`config.mk`:
```
export PLATFORM = sky130hd
export DESIGN_NAME = lbus_regmap_param_flat
export DESIGN_NICKNAME = d
export VERILOG_FILES = /design/src/rtl/lbus_regmap_param_if.sv /design/src/rtl/lbus_regmap_param.sv /design/src/flat_wrapper.sv
export SDC_FILE = /design/constraint.sdc
export NUM_CORES = 1
export LEC_CHECK = 0
export CAP_MARGIN = 5
export CORE_ASPECT_RATIO = 0.75
export CORE_MARGIN = 5
export CORE_UTILIZATION = 55
export CTS_CLUSTER_SIZE = 40
export DETAILED_ROUTE_END_ITERATION = 10
export DONT_BUFFER_PORTS = 1
export MAX_ROUTING_LAYER = met4
export PLACE_DENSITY = 0.73
export SETUP_SLACK_MARGIN = 0.5
export SLEW_MARGIN = 40
export SYNTH_ARGS = -nofsm -noshare
export SYNTH_HDL_FRONTEND = slang
export SYNTH_SLANG_ARGS = --single-unit
```
`constraint.sdc`:
```
create_clock -name clk -period 2.11 [get_ports clk]
set_input_delay 0.211 -clock clk [delete_from_list [all_inputs] [get_ports clk]]
set_output_delay 0.211 -clock clk [all_outputs]
set_load 0.05 [all_outputs]
```
`src/rtl/lbus_regmap_param_if.sv`:
```
// Local-bus interface between the SPI slave (master side) and the register map
// (slave side). Strobes, address and write data live in the sclk domain, and
// the read data returns registered in the clk domain.
interface lbus_regmap_param_if #(
    parameter int ADDR_W = 16,
    parameter int DATA_W = 8
);
    logic              rd_en_sclk;
    logic              wr_en_sclk;
    logic [ADDR_W-1:0] address_sclk;
    logic [DATA_W-1:0] wdata_sclk;
    logic [DATA_W-1:0] rdata;

    modport master (
        output rd_en_sclk,
        output wr_en_sclk,
        output address_sclk,
        output wdata_sclk,
        input  rdata
    );

    modport slave (
        input  rd_en_sclk,
        input  wr_en_sclk,
        input  address_sclk,
        input  wdata_sclk,
        output rdata
    );
endinterface

```
`src/rtl/lbus_regmap_param.sv`:
```
// Parametrised local-bus register map behind the SPI slave.
// The strobes are synchronised into clk with an edge detect. A window of RW
// control registers and RO status registers is decoded, with per-register write
// pulses and a saturating access-error counter.
// Optional feature: define REGMAP_WRITE_LOCK_EN to make offset 0 a lock register.
// Offsets 1..NUM_RW-1 are then writable only while reg0 holds 8'hA5.
module lbus_regmap_param #(
    parameter int                       ADDR_W    = 16,
    parameter int                       DATA_W    = 8,
    parameter int                       NUM_RW    = 8,
    parameter int                       NUM_RO    = 4,
    parameter logic [ADDR_W-1:0]        BASE_ADDR = '0,
    parameter logic [NUM_RW*DATA_W-1:0] RESET_VAL = '0,
    parameter logic [DATA_W-1:0]        ERR_RDATA = DATA_W'(8'hEE)
) (
    input  logic                                         clk,
    input  logic                                         rst_n,
    lbus_regmap_param_if.slave                           bus,
    input  logic [(NUM_RO > 0 ? NUM_RO*DATA_W : 1)-1:0]  status_in,
    output logic [NUM_RW*DATA_W-1:0]                     regs_out,
    output logic [NUM_RW-1:0]                            wr_pulse,
    output logic [7:0]                                   err_count
);

    localparam logic [ADDR_W-1:0] NUM_RW_A = ADDR_W'(NUM_RW);
    localparam logic [ADDR_W-1:0] TOTAL_A  = ADDR_W'(NUM_RW + NUM_RO);

    typedef enum logic [2:0] {
        ST_IDLE,
        ST_READ,
        ST_WRITE,
        ST_ERR,
        ST_WAIT
    } state_t;

    state_t state, state_next;

    logic rd_meta, rd_s, rd_d;
    logic wr_meta, wr_s, wr_d;
    logic rd_edge, wr_edge;

    logic [ADDR_W-1:0] addr_q;
    logic [DATA_W-1:0] wdata_q;
    logic [ADDR_W-1:0] offset;
    logic              in_range;
    logic              is_rw;
    logic              write_ok;
    logic              commit;
    logic [DATA_W-1:0] read_val;

    logic [DATA_W-1:0] regs [NUM_RW];

    // Two-flop synchronisers plus a delay flop for rising-edge detection
    always_ff @(posedge clk) begin
        if (!rst_n) begin
            rd_meta <= 1'b0;
            rd_s    <= 1'b0;
            rd_d    <= 1'b0;
            wr_meta <= 1'b0;
            wr_s    <= 1'b0;
            wr_d    <= 1'b0;
        end else begin
            rd_meta <= bus.rd_en_sclk;
            rd_s    <= rd_meta;
            rd_d    <= rd_s;
            wr_meta <= bus.wr_en_sclk;
            wr_s    <= wr_meta;
            wr_d    <= wr_s;
        end
    end

    assign rd_edge = rd_s & ~rd_d;
    assign wr_edge = wr_s & ~wr_d;

    assign offset   = addr_q - BASE_ADDR;
    assign in_range = offset < TOTAL_A;
    assign is_rw    = offset < NUM_RW_A;

`ifdef REGMAP_WRITE_LOCK_EN
    assign write_ok = (offset == '0) || (regs[0] == DATA_W'(8'hA5));
`else
    assign write_ok = 1'b1;
`endif

    assign commit = (state == ST_WRITE) && is_rw && write_ok;

    // Read mux: RW registers, then RO status slices, else the error pattern
    always_comb begin
        read_val = ERR_RDATA;
        for (int i = 0; i < NUM_RW; i++) begin
            if (offset == ADDR_W'(i)) read_val = regs[i];
        end
        for (int j = 0; j < NUM_RO; j++) begin
            if (offset == ADDR_W'(NUM_RW + j)) read_val = status_in[j*DATA_W +: DATA_W];
        end
    end

    // FSM state register
    always_ff @(posedge clk) begin
        if (!rst_n) state <= ST_IDLE;
        else        state <= state_next;
    end

    // Next-state logic; WAIT holds off new accesses until both strobes are low
    always_comb begin
        state_next = state;
        case (state)
            ST_IDLE: begin
                if (rd_edge && wr_edge) state_next = ST_ERR;
                else if (rd_edge)       state_next = ST_READ;
                else if (wr_edge)       state_next = ST_WRITE;
            end
            ST_READ:  state_next = in_range ? ST_WAIT : ST_ERR;
            ST_WRITE: state_next = commit ? ST_WAIT : ST_ERR;
            ST_ERR:   state_next = ST_WAIT;
            ST_WAIT:  if (!rd_s && !wr_s) state_next = ST_IDLE;
            default:  state_next = ST_IDLE;
        endcase
    end

    // Datapath: address/data capture on the detected edge, read data, register writes, error count
    always_ff @(posedge clk) begin
        if (!rst_n) begin
            addr_q    <= '0;
            wdata_q   <= '0;
            bus.rdata <= '0;
            wr_pulse  <= '0;
            err_count <= 8'd0;
            for (int i = 0; i < NUM_RW; i++) begin
                regs[i] <= RESET_VAL[i*DATA_W +: DATA_W];
            end
        end else begin
            wr_pulse <= '0;
            if (state == ST_IDLE && (rd_edge || wr_edge)) begin
                addr_q  <= bus.address_sclk;
                wdata_q <= bus.wdata_sclk;
            end
            if (state == ST_READ) begin
                bus.rdata <= read_val;
            end
            if (commit) begin
                for (int i = 0; i < NUM_RW; i++) begin
                    if (offset == ADDR_W'(i)) begin
                        regs[i]     <= wdata_q;
                        wr_pulse[i] <= 1'b1;
                    end
                end
            end
            if (state == ST_ERR && err_count != 8'hFF) begin
                err_count <= err_count + 8'd1;
            end
        end
    end

    for (genvar g = 0; g < NUM_RW; g++) begin : g_regs_out
        assign regs_out[g*DATA_W +: DATA_W] = regs[g];
    end

endmodule

```
`src/flat_wrapper.sv`:
```
// flat-port wrapper written by rule: the top's interface ports become plain ports
module lbus_regmap_param_flat 
#(
    parameter int                       ADDR_W    = 16,
    parameter int                       DATA_W    = 8,
    parameter int                       NUM_RW    = 8,
    parameter int                       NUM_RO    = 4,
    parameter logic [ADDR_W-1:0]        BASE_ADDR = '0,
    parameter logic [NUM_RW*DATA_W-1:0] RESET_VAL = '0,
    parameter logic [DATA_W-1:0]        ERR_RDATA = DATA_W'(8'hEE)
)
  (clk, rst_n, status_in, regs_out, wr_pulse, err_count, bus_rd_en_sclk, bus_wr_en_sclk, bus_address_sclk, bus_wdata_sclk, bus_rdata);
  lbus_regmap_param_if #(.ADDR_W(ADDR_W), .DATA_W(DATA_W)) bus_i ();
  input  logic clk;
  input  logic rst_n;
  input  logic [(NUM_RO > 0 ? NUM_RO*DATA_W : 1)-1:0] status_in;
  output logic [NUM_RW*DATA_W-1:0] regs_out;
  output logic [NUM_RW-1:0] wr_pulse;
  output logic [7:0] err_count;
  input wire logic [$bits(bus_i.rd_en_sclk)-1:0] bus_rd_en_sclk;
  input wire logic [$bits(bus_i.wr_en_sclk)-1:0] bus_wr_en_sclk;
  input wire logic [$bits(bus_i.address_sclk)-1:0] bus_address_sclk;
  input wire logic [$bits(bus_i.wdata_sclk)-1:0] bus_wdata_sclk;
  output wire logic [$bits(bus_i.rdata)-1:0] bus_rdata;
  assign bus_i.rd_en_sclk = bus_rd_en_sclk;
  assign bus_i.wr_en_sclk = bus_wr_en_sclk;
  assign bus_i.address_sclk = bus_address_sclk;
  assign bus_i.wdata_sclk = bus_wdata_sclk;
  assign bus_rdata = bus_i.rdata;
  lbus_regmap_param #(.ADDR_W(ADDR_W), .DATA_W(DATA_W), .NUM_RW(NUM_RW), .NUM_RO(NUM_RO), .BASE_ADDR(BASE_ADDR), .RESET_VAL(RESET_VAL), .ERR_RDATA(ERR_RDATA)) u_core (.clk(clk), .rst_n(rst_n), .bus(bus_i), .status_in(status_in), .regs_out(regs_out), .wr_pulse(wr_pulse), .err_count(err_count));
endmodule
```
==> impl_metrics.xml <==
<?xml version="1.0" encoding="UTF-8"?>
<metrics>
  <group name="status">
    <metric name="outcome" unit="">complete, but fails checks</metric>
    <metric name="violations" unit="">negative setup slack</metric>
  </group>
  <group name="setup_path">
    <metric name="ff2ff_path_depth" unit="">8</metric>
    <metric name="crit_path_end_kind" unit="">register</metric>
    <metric name="critical_path_required" unit="ns">2.22</metric>
    <metric name="critPathMaxFanout" unit="">8</metric>
    <metric name="type_of_the_setup_path_with_the_least_slack" unit="">reg -&gt; reg</metric>
    <metric name="critical_path.max_stage_delay" unit="ns">0.34</metric>
    <metric name="worstPathCellList" unit="">nor4_2 &gt; nand3_1 &gt; buf_6 &gt; nor4_4 &gt; buf_4 &gt; buf_12 &gt; nand4b_1 &gt; nand2_4</metric>
    <metric name="worst_setup_path_start_kind" unit="">register</metric>
    <metric name="crit_slowest_cell" unit="">sky130_fd_sc_hd__dfxtp_2</metric>
    <metric name="worst-endpoint-arrival" unit="ns">2.34</metric>
  </group>
  <group name="yosys">
    <metric name="synth_warnings" unit="">0</metric>
    <metric name="synthFlopType" unit="">sky130_fd_sc_hd__edfxtp_1</metric>
    <metric name="synth_enable_flop_cells" unit="">64</metric>
    <metric name="synth_top_cell_by_area" unit="">sky130_fd_sc_hd__edfxtp_1</metric>
    <metric name="synth_largest_type_area_fraction" unit="%">35.00</metric>
    <metric name="seq_area_frac_synth" unit="%">55.78</metric>
    <metric name="asr_flop_ratio_synth" unit="%">0</metric>
    <metric name="netlist_top_cells_area" unit="">sky130_fd_sc_hd__edfxtp_1, sky130_fd_sc_hd__dfxtp_1, sky130_fd_sc_hd__nand2_1, sky130_fd_sc_hd__nor2_1, sky130_fd_sc_hd__a21oi_1</metric>
    <metric name="synth_cell_type_count" unit="">54</metric>
    <metric name="ys_ff_latch" unit="">121</metric>
    <metric name="synthesis.area_per_instance" unit="um^2">9.634</metric>
    <metric name="synth.net_count" unit="">631</metric>
    <metric name="synth.cell_area" unit="um^2">5492</metric>
    <metric name="post_synth_inst_count" unit="">570</metric>
    <metric name="ys_top_cells_by_count" unit="">sky130_fd_sc_hd__nand2_1, sky130_fd_sc_hd__nor2_1, sky130_fd_sc_hd__edfxtp_1, sky130_fd_sc_hd__dfxtp_1, sky130_fd_sc_hd__a21oi_1</metric>
    <metric name="yosys.cell_count.top_type" unit="">sky130_fd_sc_hd__nand2_1</metric>
  </group>
  <group name="layout">
    <metric name="syn_to_final_growth" unit="%">53.98</metric>
    <metric name="final_core_utilization" unit="%">87.20</metric>
    <metric name="post_route_cells_drive_above_1_share" unit="%">41.48</metric>
    <metric name="nNetsFinal" unit="">776</metric>
    <metric name="layout.filler_cells" unit="">478</metric>
    <metric name="antenna_cells" unit="">0</metric>
  </group>
  <group name="pwr">
    <metric name="irDropWorstVdd" unit="mV">0.8035</metric>
    <metric name="power.density" unit="nW/um^2">841.2</metric>
    <metric name="p_leak" unit="nW">3.126</metric>
  </group>
  <group name="routing">
    <metric name="route.detailed.vias_per_inst" unit="">6.352</metric>
    <metric name="first_iter_violations" unit="">721</metric>
    <metric name="drt_wl_total" unit="um">21690</metric>
    <metric name="drt-pass1-iter-count" unit="">7</metric>
    <metric name="detailed_route_wire_length_per_cell" unit="um">25.22</metric>
    <metric name="detailroute.via_count" unit="">5463</metric>
    <metric name="final_antenna_net_count" unit="">0</metric>
    <metric name="remaining_drc_errors" unit="">0</metric>
  </group>
  <group name="global_route">
    <metric name="initial_antenna_violation_count" unit="">0</metric>
    <metric name="wire_length_of_the_first_global_routing_pass" unit="um">28760</metric>
    <metric name="grt_max_degree" unit="">49</metric>
    <metric name="globalRouteTotalUtil" unit="%">32.88</metric>
    <metric name="grt_overflow_total" unit="">0</metric>
    <metric name="first_global_vias" unit="">5025</metric>
  </group>
  <group name="timing">
    <metric name="report.final.hold_viol_count" unit="">0</metric>
    <metric name="timing_max_transition_violations_final" unit="">0</metric>
    <metric name="layout_setup_ws" unit="ns">-0.1134</metric>
    <metric name="final_period_minus_worst_setup_slack" unit="ns">2.223</metric>
    <metric name="final.period_utilization" unit="%">105.4</metric>
    <metric name="fmaxAchievable" unit="MHz">449.8</metric>
    <metric name="tightestPinTransition" unit="ns">0.8615</metric>
    <metric name="finalSetupViolCount" unit="">81</metric>
    <metric name="final.setup_skew" unit="ns">0.008841</metric>
    <metric name="slew-limit-headroom" unit="%">42.43</metric>
    <metric name="grt_setup_unrepaired" unit="">true</metric>
  </group>
  <group name="placed_design">
    <metric name="routabilityCongestion" unit="">0.9635</metric>
    <metric name="pre_cts_ws" unit="ns">-0.05252</metric>
    <metric name="buffer_ports.inserted" unit="">0</metric>
    <metric name="dp.final_hpwl" unit="um">13540</metric>
  </group>
  <group name="die">
    <metric name="row_count" unit="">31</metric>
    <metric name="design.portCount" unit="">148</metric>
    <metric name="floorplan_die_height" unit="um">96.54</metric>
    <metric name="die_w" unit="um">125.4</metric>
    <metric name="placeableCoreArea" unit="um^2">9697</metric>
    <metric name="initial_core_util" unit="%">56.63</metric>
    <metric name="die_area" unit="um^2">12100</metric>
  </group>
  <group name="cts">
    <metric name="cts_sinks" unit="">121</metric>
    <metric name="cts_max_level" unit="">4</metric>
    <metric name="cts-root-buf" unit="">sky130_fd_sc_hd__clkbuf_16</metric>
    <metric name="worstSkewPairLatency" unit="ns">0.42</metric>
    <metric name="cts-root-to-sink-buffers" unit="">2</metric>
    <metric name="clk_pin_slew_worst_paths" unit="ns">0.06</metric>
    <metric name="numCtsBuffers" unit="">17</metric>
    <metric name="cts_tree" unit="">yes</metric>
  </group>
  <group name="worst_hold_path">
    <metric name="worst_hold_path.num_cells" unit="">1</metric>
    <metric name="worst_min_delay_path_category" unit="">in -&gt; reg</metric>
  </group>
  <group name="job">
    <metric name="timing.max_cap.violations" unit="">0</metric>
  </group>
</metrics>
[where the power goes]
group / switching (W) / internal, W
sequential: 0.000140 / 0.00258
combinational: 0.000918 / 0.000651
clock: 0.00109 / 0.00174
total: 0.00214 / 0.00497
[placed cells by master, fill, tap and decap left out, types with 19 or more instances in the layout]
| cell | Yosys | routed |
|---|---|---|
| sky130_fd_sc_hd__o21ai_0 | 26 | 20 |
| sky130_fd_sc_hd__edfxtp_1 | 64 | 64 |
| sky130_fd_sc_hd__dlygate4sd3_1 | 0 | 28 |
| sky130_fd_sc_hd__nand2_1 | 81 | 69 |
| sky130_fd_sc_hd__buf_4 | 0 | 101 |
| sky130_fd_sc_hd__clkbuf_16 | 0 | 19 |
| sky130_fd_sc_hd__nor2_4 | 0 | 33 |
| sky130_fd_sc_hd__dfxtp_1 | 57 | 42 |
| sky130_fd_sc_hd__a21oi_1 | 43 | 39 |
| sky130_fd_sc_hd__nor2_1 | 80 | 34 |
| sky130_fd_sc_hd__buf_6 | 2 | 25 |
[cells by family after synthesis]
| family | share of synthesized area (%) |
|---|---|
| simple gates | 21.55 |
| compound gates | 14.63 |
| flops | 55.78 |
| buf+inv | 4.329 |
| mux | 2.689 |
| xor+xnor | 0.7976 |
| fa+ha+maj | 0.2278 |
[state kept, by name, indices dropped and copies added, names as in the netlist]
name,flops
u_core.addr_q,16
u_core.bus.rdata,8
u_core.err_count,8
u_core.rd_d,1
u_core.rd_meta,1
u_core.rd_s,1
u_core.regs,64
u_core.state,3
u_core.wdata_q,8
u_core.wr_d,1
u_core.wr_meta,1
u_core.wr_pulse,8
u_core.wr_s,1
[through the flow]
stage          hold slack (ns)   TNS [ns]  area [um^2]  power [W]  instances
2_1_floorplan           0.3383          0         5698   0.003460        570
3_3_place_gp            0.3399  -0.006587         6474   0.003801        769
3_5_place_dp            0.3385   -0.07162         6474   0.003817        769
4_1_cts                0.01893          0         7502   0.006727        834
5_1_grt              -0.001209     -9.178         8456   0.007307        860
6_report               0.01232     -3.781         8456   0.007113        860
[critical path: cells and delay by family, from the launching register on]
kind | cells | cell delay [ns]
buffers and inverters | 3 | 0.47
DFF | 1 | 0.34
and+or+nand+nor | 5 | 1.07
[final timing paths]
check             slack (ns)                 end              from
setup / recovery       -0.11   u_core.regs[0][9]  u_core.addr_q[4]
hold / removal          0.01  u_core.regs[1][30]             rst_n
setup reg to reg       -0.11   u_core.regs[0][9]  u_core.addr_q[4]
hold reg to reg         0.44         u_core.rd_s    u_core.rd_meta
[what timing repair did]
action | 4_1_cts | 5_1_grt
endpoints found under the hold margin | 42 | 5
hold buffers | 27 | 1
gates resized for setup | 34 | 166
cloned | 0 | 6
pin swaps | 23 | 24
buffers inserted | 6 | 19
setup endpoints to repair | 141 | 160
[metal layers]
metal | vias up | global-route usage [%] | routed length (um)
met5 | - | - | 0
met4 | 0 | 11.55 | 583
met3 | 63 | 10.33 | 2517
met2 | 413 | 49.87 | 10170
met1 | 2648 | 42.28 | 8420
li1 | 2339 | - | -
[area by class of cell]
cell class | instances | area (um^2) | area share (%)
Clock buffer | 18 | 429.2 | 5.075
Clock inverter | 14 | 147.6 | 1.746
Inverter | 16 | 60.06 | 0.7103
Multi-Input combinational cell | 392 | 2979 | 35.23
Sequential cell | 121 | 3094 | 36.59
Tap cell | 132 | 165.2 | 1.953
Timing Repair Buffer | 167 | 1580 | 18.69
Note: power is estimated with default switching activity, not from simulation.
